==> src/rtl/qspi_mem_arbiter.sv <==
// qspi_mem_arbiter: shares one QSPI controller between an instruction-fetch
// port and a data port. Data normally wins. A bounded starvation counter
// forces an instruction grant after STARVE_LIMIT data grants in a row while
// an instruction fetch is waiting. Writes aimed at flash are refused locally
// with an error response, and the controller is never started for them.
// All outputs are registered; reset is synchronous and active-low.
module qspi_mem_arbiter #(
  parameter int STARVE_LIMIT = 4
) (
  input  logic        clk,
  input  logic        rst_n,
  input  logic        i_req,
  input  logic [24:0] i_addr,
  output logic        i_gnt,
  output logic        i_done,
  input  logic        d_req,
  input  logic        d_we,
  input  logic [24:0] d_addr,
  input  logic [31:0] d_wdata,
  output logic        d_gnt,
  output logic        d_done,
  output logic        d_err,
  output logic [31:0] rdata,
  output logic        m_start,
  output logic        m_we,
  output logic [23:0] m_addr,
  output logic [31:0] m_wdata,
  output logic [1:0]  m_sel,
  input  logic        m_busy,
  input  logic        m_done,
  input  logic [31:0] m_rdata
);

  localparam int CW = $clog2(STARVE_LIMIT + 1);
  localparam logic [CW-1:0] LIMIT = CW'(STARVE_LIMIT);

  typedef enum logic [1:0] {IDLE, START, WAIT, RESP} state_t;

  state_t        state, state_nx;
  logic          owner, owner_nx;   // 1'b1 = data port owns the transaction
  logic [CW-1:0] starve, starve_nx;
  logic          pick_d, grant_i, grant_d;
  logic          i_gnt_nx, i_done_nx, d_gnt_nx, d_done_nx, d_err_nx;
  logic          m_start_nx, m_we_nx;
  logic [23:0]   m_addr_nx;
  logic [31:0]   m_wdata_nx, rdata_nx;
  logic [1:0]    m_sel_nx;

  // Next-state, arbitration, starvation counter and next registered outputs
  always_comb begin
    state_nx   = state;
    owner_nx   = owner;
    starve_nx  = starve;
    rdata_nx   = rdata;
    grant_i    = 1'b0;
    grant_d    = 1'b0;
    i_gnt_nx   = 1'b0;
    i_done_nx  = 1'b0;
    d_gnt_nx   = 1'b0;
    d_done_nx  = 1'b0;
    d_err_nx   = 1'b0;
    m_start_nx = 1'b0;
    m_we_nx    = 1'b0;
    m_addr_nx  = 24'h000000;
    m_wdata_nx = 32'h00000000;
    m_sel_nx   = 2'b00;
    pick_d     = d_req && !(i_req && (starve == LIMIT));

    case (state)
      IDLE: begin
        if (!m_busy && (i_req || d_req)) begin
          if (pick_d) begin
            grant_d  = 1'b1;
            owner_nx = 1'b1;
            d_gnt_nx = 1'b1;
            if (d_we && !d_addr[24]) begin
              // flash is read-only: refuse without touching the controller
              state_nx  = RESP;
              d_done_nx = 1'b1;
              d_err_nx  = 1'b1;
            end else begin
              state_nx   = START;
              m_start_nx = 1'b1;
              m_we_nx    = d_we;
              m_addr_nx  = d_addr[23:0];
              m_wdata_nx = d_wdata;
              m_sel_nx   = d_addr[24] ? 2'b10 : 2'b01;
            end
          end else begin
            grant_i    = 1'b1;
            owner_nx   = 1'b0;
            i_gnt_nx   = 1'b1;
            state_nx   = START;
            m_start_nx = 1'b1;
            m_addr_nx  = i_addr[23:0];
            m_sel_nx   = i_addr[24] ? 2'b10 : 2'b01;
          end
        end else begin
          state_nx = IDLE;
        end
      end
      START: state_nx = WAIT;
      WAIT: begin
        if (m_done) begin
          rdata_nx  = m_rdata;
          state_nx  = RESP;
          i_done_nx = !owner;
          d_done_nx = owner;
        end else begin
          state_nx = WAIT;
        end
      end
      RESP:    state_nx = IDLE;
      default: state_nx = IDLE;
    endcase

    if (!i_req) begin
      starve_nx = {CW{1'b0}};
    end else if (grant_i) begin
      starve_nx = {CW{1'b0}};
    end else if (grant_d && (starve != LIMIT)) begin
      starve_nx = starve + CW'(1);
    end else begin
      starve_nx = starve;
    end
  end

  // State, owner, starvation count and output registers
  always_ff @(posedge clk) begin
    if (!rst_n) begin
      state   <= IDLE;
      owner   <= 1'b0;
      starve  <= {CW{1'b0}};
      i_gnt   <= 1'b0;
      i_done  <= 1'b0;
      d_gnt   <= 1'b0;
      d_done  <= 1'b0;
      d_err   <= 1'b0;
      m_start <= 1'b0;
      m_we    <= 1'b0;
      m_addr  <= 24'h000000;
      m_wdata <= 32'h00000000;
      m_sel   <= 2'b00;
      rdata   <= 32'h00000000;
    end else begin
      state   <= state_nx;
      owner   <= owner_nx;
      starve  <= starve_nx;
      i_gnt   <= i_gnt_nx;
      i_done  <= i_done_nx;
      d_gnt   <= d_gnt_nx;
      d_done  <= d_done_nx;
      d_err   <= d_err_nx;
      m_start <= m_start_nx;
      m_we    <= m_we_nx;
      m_addr  <= m_addr_nx;
      m_wdata <= m_wdata_nx;
      m_sel   <= m_sel_nx;
      rdata   <= rdata_nx;
    end
  end

endmodule

==> config.mk <==
export PLATFORM = sky130hd
export DESIGN_NAME = qspi_mem_arbiter
export DESIGN_NICKNAME = d
export VERILOG_FILES = /design/src/rtl/qspi_mem_arbiter.sv
export SDC_FILE = /design/constraint.sdc
export NUM_CORES = 1
export LEC_CHECK = 0
export BUFFER_PORTS_ARGS = -buffer_cell sky130_fd_sc_hd__buf_2
export CAP_MARGIN = 30
export CELL_PAD_IN_SITES_DETAIL_PLACEMENT = 2
export CELL_PAD_IN_SITES_GLOBAL_PLACEMENT = 2
export CORE_ASPECT_RATIO = 0.8
export CORE_MARGIN = 4
export CORE_UTILIZATION = 23
export CTS_CLUSTER_DIAMETER = 30
export DETAILED_ROUTE_END_ITERATION = 7
export PLACE_DENSITY = 0.81
export SYNTH_ARGS = -nofsm -noshare
export SYNTH_HDL_FRONTEND = slang
export SYNTH_SLANG_ARGS = --single-unit
export TNS_END_PERCENT = 10
==> constraint.sdc <==
create_clock -name clk -period 1.81 [get_ports clk]
set_clock_uncertainty 0.1 [all_clocks]
set_input_delay 0.362 -clock clk [delete_from_list [all_inputs] [get_ports clk]]
set_output_delay 0.362 -clock clk [all_outputs]
set_load 0.02 [all_outputs]
-- Word-level counts from Yosys, hierarchy flattened
Cells that the tools add are included.
- flip-flop bits (word level): 103
- input bits: 121
- output and inout port bits: 97
- word-level logic and storage cells: 67
- add/sub/neg operators: 1
- equal/unequal tests: 5
- mux-type cells: 24
- bitwise gates (word level): 5
- reduce and logical (&&, ||, !) cells: 18
- operators with widths (cell ; number):
    $mux W24 ; 2
    $mux W2 ; 7
    $mux W1 ; 13
    $pmux W2 S4 ; 1
    $reduce_and A2 Y1 ; 3
    $reduce_and A3 Y1 ; 2
    $logic_and A1 B1 Y1 ; 5
    $not A1 Y1 ; 5
    $reduce_or A5 Y1 ; 1
    $eq A2 B2 Y1 const B ; 2
    $logic_not A1 Y1 ; 4
    $add A3 B1 Y3 const B ; 1
    $eq A3 B3 Y1 const B ; 1
    $ne A3 B3 Y1 const B ; 1
    $reduce_or A3 Y1 ; 1
    $eq A2 B1 Y1 const B ; 1
    $logic_not A2 Y1 ; 1
    $pmux W1 S2 ; 1
    $logic_or A1 B1 Y1 ; 1

-- Logic depth before layout (Yosys ltp)
- word-level depth: 8
- gate-level depth with buffers: 7

-- Worst setup path after synthesis
No wires, ideal clock.
- kind: reg2reg
- from: reg starve[0]
- to: reg m_sel[0]
- library setup time: 0.066 ns
- data arrival time: 1.407 ns
- path slack: 0.237 ns
- stages on the path, launching flop included: 7
- path buffers: 1
- clock period less this slack: 1.573 ns
- path through: dfxtp_1 > inv_1 > ha_1 > and3_1 > buf_6 > or4_4 > a21oi_2
- cells in the longest elaborated chain, start to end: 5
- ends and longest elaborated chain (element ; line ; RTL):
    from (decl) ; 41 ; logic [CW-1:0] starve, starve_nx;
    from (signal assigned) ; 133 ; starve <= {CW{1'b0}};
    from (signal assigned) ; 148 ; starve <= starve_nx;
    $eq A3 B3 Y1 ; 67 ; pick_d = d_req && !(i_req && (starve == LIMIT));
    $logic_and A1 B1 Y1 ; 67 ;
    $logic_not A1 Y1 ; 67 ;
    $logic_and A1 B1 Y1 ; 67 ;
    $mux W2 ; 72 ; if (pick_d) begin
    to (signal assigned) ; 158 ; m_sel <= m_sel_nx;
    to (decl) ; 28 ; output logic [1:0] m_sel,
Every way passes these cells.
A chain may end at the register's enable or synchronous reset.

-- Worst setup path after layout
- from: reg starve[0]
- to: reg m_addr[23]
- cells in the longest elaborated chain, start to end: 5
- ends and longest elaborated chain (element ; line ; RTL):
    $eq A3 B3 Y1 ; 67 ;
    $logic_and A1 B1 Y1 ; 67 ;
    $logic_not A1 Y1 ; 67 ;
    $logic_and A1 B1 Y1 ; 67 ;
    $mux W24 ; 72 ;
    to (signal assigned) ; 156 ; m_addr <= m_addr_nx;
    to (decl) ; 26 ; output logic [23:0] m_addr,
Every way passes these cells.

==> metrics <==
aggregate global routing overflow 0; Ant. Diodes 0; drt wl/cell 17.2 um; CP Data Arrival Time 1790 ps; critical path type flop to flop; Synth Cell Area 3520 sq um; Hold Vio Cnt, Final 0; DRT Pass-1 Iters 4; IO Count 218; Synth cell types 25; Core ar. 15,000 sq um; DRC 0; finished layout cell area 5110 sq um; fraction of layout cells with a size suffix above 1 0.415; Setup crit start kind flop; initial antenna violation count 0; worst path required time 1940 ps; Setup-failing EPs final 0; multiplexer share of the synthesized area 0; total power 4.63 mW; sequential share of the synthesized area 0.585; die width 146 um; Post-synth ARST share 0; largest family of logic cells by synthesized area simple AND/OR/NAND/NOR gates; Post-synth EDFFs 0; count of input and output buffers 217; nature of the critical path endpoint flop; Num CTS Buffers 9; via count 3,659; clock tree root driver cell clkbuf_16; clock sink count 103; Starting Density 0.235; status complete, no violations; clk_lat worst skew 340 ps; largest net degree at the start of global routing 40; Simple-Gate Fraction of Synth Area 0.212; Ys Warns 0; Die H 119 um; Max H-tree Level 3; pwr dens 905 nW/um^2; average instance area after synthesis 9.05 sq um; Inst Count DP 775; MaxCap Viol Count 0; final setup TNS 0 ps; final hold slack 136 ps; Layout area overhead 45.2%; type of the tightest min-delay check primary input to flop; Routed Wire Length 13,600 um; Detailed Route Iter0 Violations 167; Pleak 2.52 nW; DP HPWL 10,400 um; Synth Area in Compound Gates 0.137; GRT Total Usage 0.154; TritonCTS clock tree done; Clock Path Buffers 2; Tcrit/Tclk final 0.913; # hold bufs at CTS 0; Rows 40; RSZ-0062 raised after global routing false; Max rail drop VDD 0.446 mV; vias in the first global route 4,016; Final Max Slew Viols 0; Post-Synth Adder-Cell Area 0.0142; Final Non-Filler Cells 791; number of routed nets with antenna violations 0; global-route wire length before repair 21,500 um; Synth Instances 389; Post-DP Area 4840 sq um; CP max FO 21; Slew headroom 0.780; Clk pin slew, worst setup/hold paths 80 ps; fillers 1,727; fmax 605 MHz; Seq cells post-synth 103; Post-synth top flop dfxtp_1; xor/xnor share of the synthesized area 0; Final nets 722; vias per std cell 4.63; full die area 17,400 sq um; Syn Nets 514; worst slew pin tran 328 ps; RePlAce Congestion 0.735; Tmin final 1650 ps
-- cell families (layout without fill, tap and decap cells) --
logic type / Yosys count / count (layout)
buf+inv: 42 / 255
compound gates: 94 / 94
flops: 103 / 103
fa+ha+maj: 4 / 4
simple gates: 146 / 146
-- layer usage --
layer / vias to the layer above / wire length, um / part of all wire / global-route usage
li1: 1758 / - / - / -
met1: 1753 / 5440 / 0.40 / 0.170
met2: 134 / 6680 / 0.49 / 0.265
met3: 14 / 1270 / 0.093 / 0.0724
met4: 0 / 216 / 0.016 / 0.0447
met5: - / 0 / 0 / 0
-- cell usage in the layout, fill, tap and decap left out, types with 7 or more instances in the layout --
master,n
a21oi_1,59
and3_1,35
buf_2,217
buf_4,11
clkbuf_16,9
dfxtp_1,103
inv_1,7
nand2_1,67
nand4_1,29
o21ai_0,31
-- critical path: stages, from the launching register on --
cell and delay (ps):
dfxtp_1 380, inv_1 70, ha_1 220, and3_1 230, buf_4 220, o21ai_0 220, a21oi_1 100
-- flip-flops by register name, indices dropped and copies added, names as in the netlist --
signal / flops
d_done: 1
d_err: 1
d_gnt: 1
i_done: 1
i_gnt: 1
m_addr: 24
m_sel: 2
m_start: 1
m_wdata: 32
m_we: 1
owner: 1
rdata: 32
starve: 3
state: 2
-- cells in the mapped netlist, drive strengths merged (3+ instances only) --
library cell | instances | area share
clkbuf | 15 | 0.016
buf | 19 | 0.027
nor2 | 3 | 0.0032
ha | 4 | 0.014
dfxtp | 103 | 0.59
nand2 | 67 | 0.071
inv | 8 | 0.0085
a21oi | 60 | 0.086
and3 | 35 | 0.062
nand4 | 29 | 0.052
o21ai | 31 | 0.044
nand3 | 4 | 0.0057
-- per-stage QoR --
step / worst slack, ps / util
after floorplan: 237 / -
after global placement: 253 / 0.322
after detailed placement: 140 / 0.322
after CTS: 133 / 0.341
after global routing: 18.1 / 0.341
final: 157 / 0.341
-- power breakdown --
group	total [mW]	switching, mW	internal, mW
logic	0.455	0.261	0.194
clock network	1.84	0.889	0.948
registers	2.34	0.0181	2.32
-- layout make-up --
type	count	area [sq um]	area share
inverters	8	30.0	0.00587
multi-input cells	244	1280	0.251
clock inverters	5	41.3	0.00807
clock buffers	11	233	0.0455
flip-flops and latches	103	2060	0.403
repair buffers	231	1230	0.240
well taps	189	236	0.0462
-- what timing repair did --
item,in CTS,in global routing
resized for setup,0,1
endpoints found under the hold margin,0,0
endpoints found under the setup margin,0,10
setup buffers,0,0
-- final timing paths --
check / from / slack, ps / to / cells past startpoint
setup / recovery: starve[0]$_SDFFE_PP0P_ / 160 / m_addr[23]$_SDFF_PN0_ / 6
hold / removal: d_wdata[0] / 140 / m_wdata[0]$_SDFF_PP0_ / 2
setup reg to reg: starve[0]$_SDFFE_PP0P_ / 160 / m_addr[23]$_SDFF_PN0_ / 6
hold reg to reg: rdata[19]$_SDFFE_PN0P_ / 360 / rdata[19]$_SDFFE_PN0P_ / 2
(Power assumes the default switching activity.)
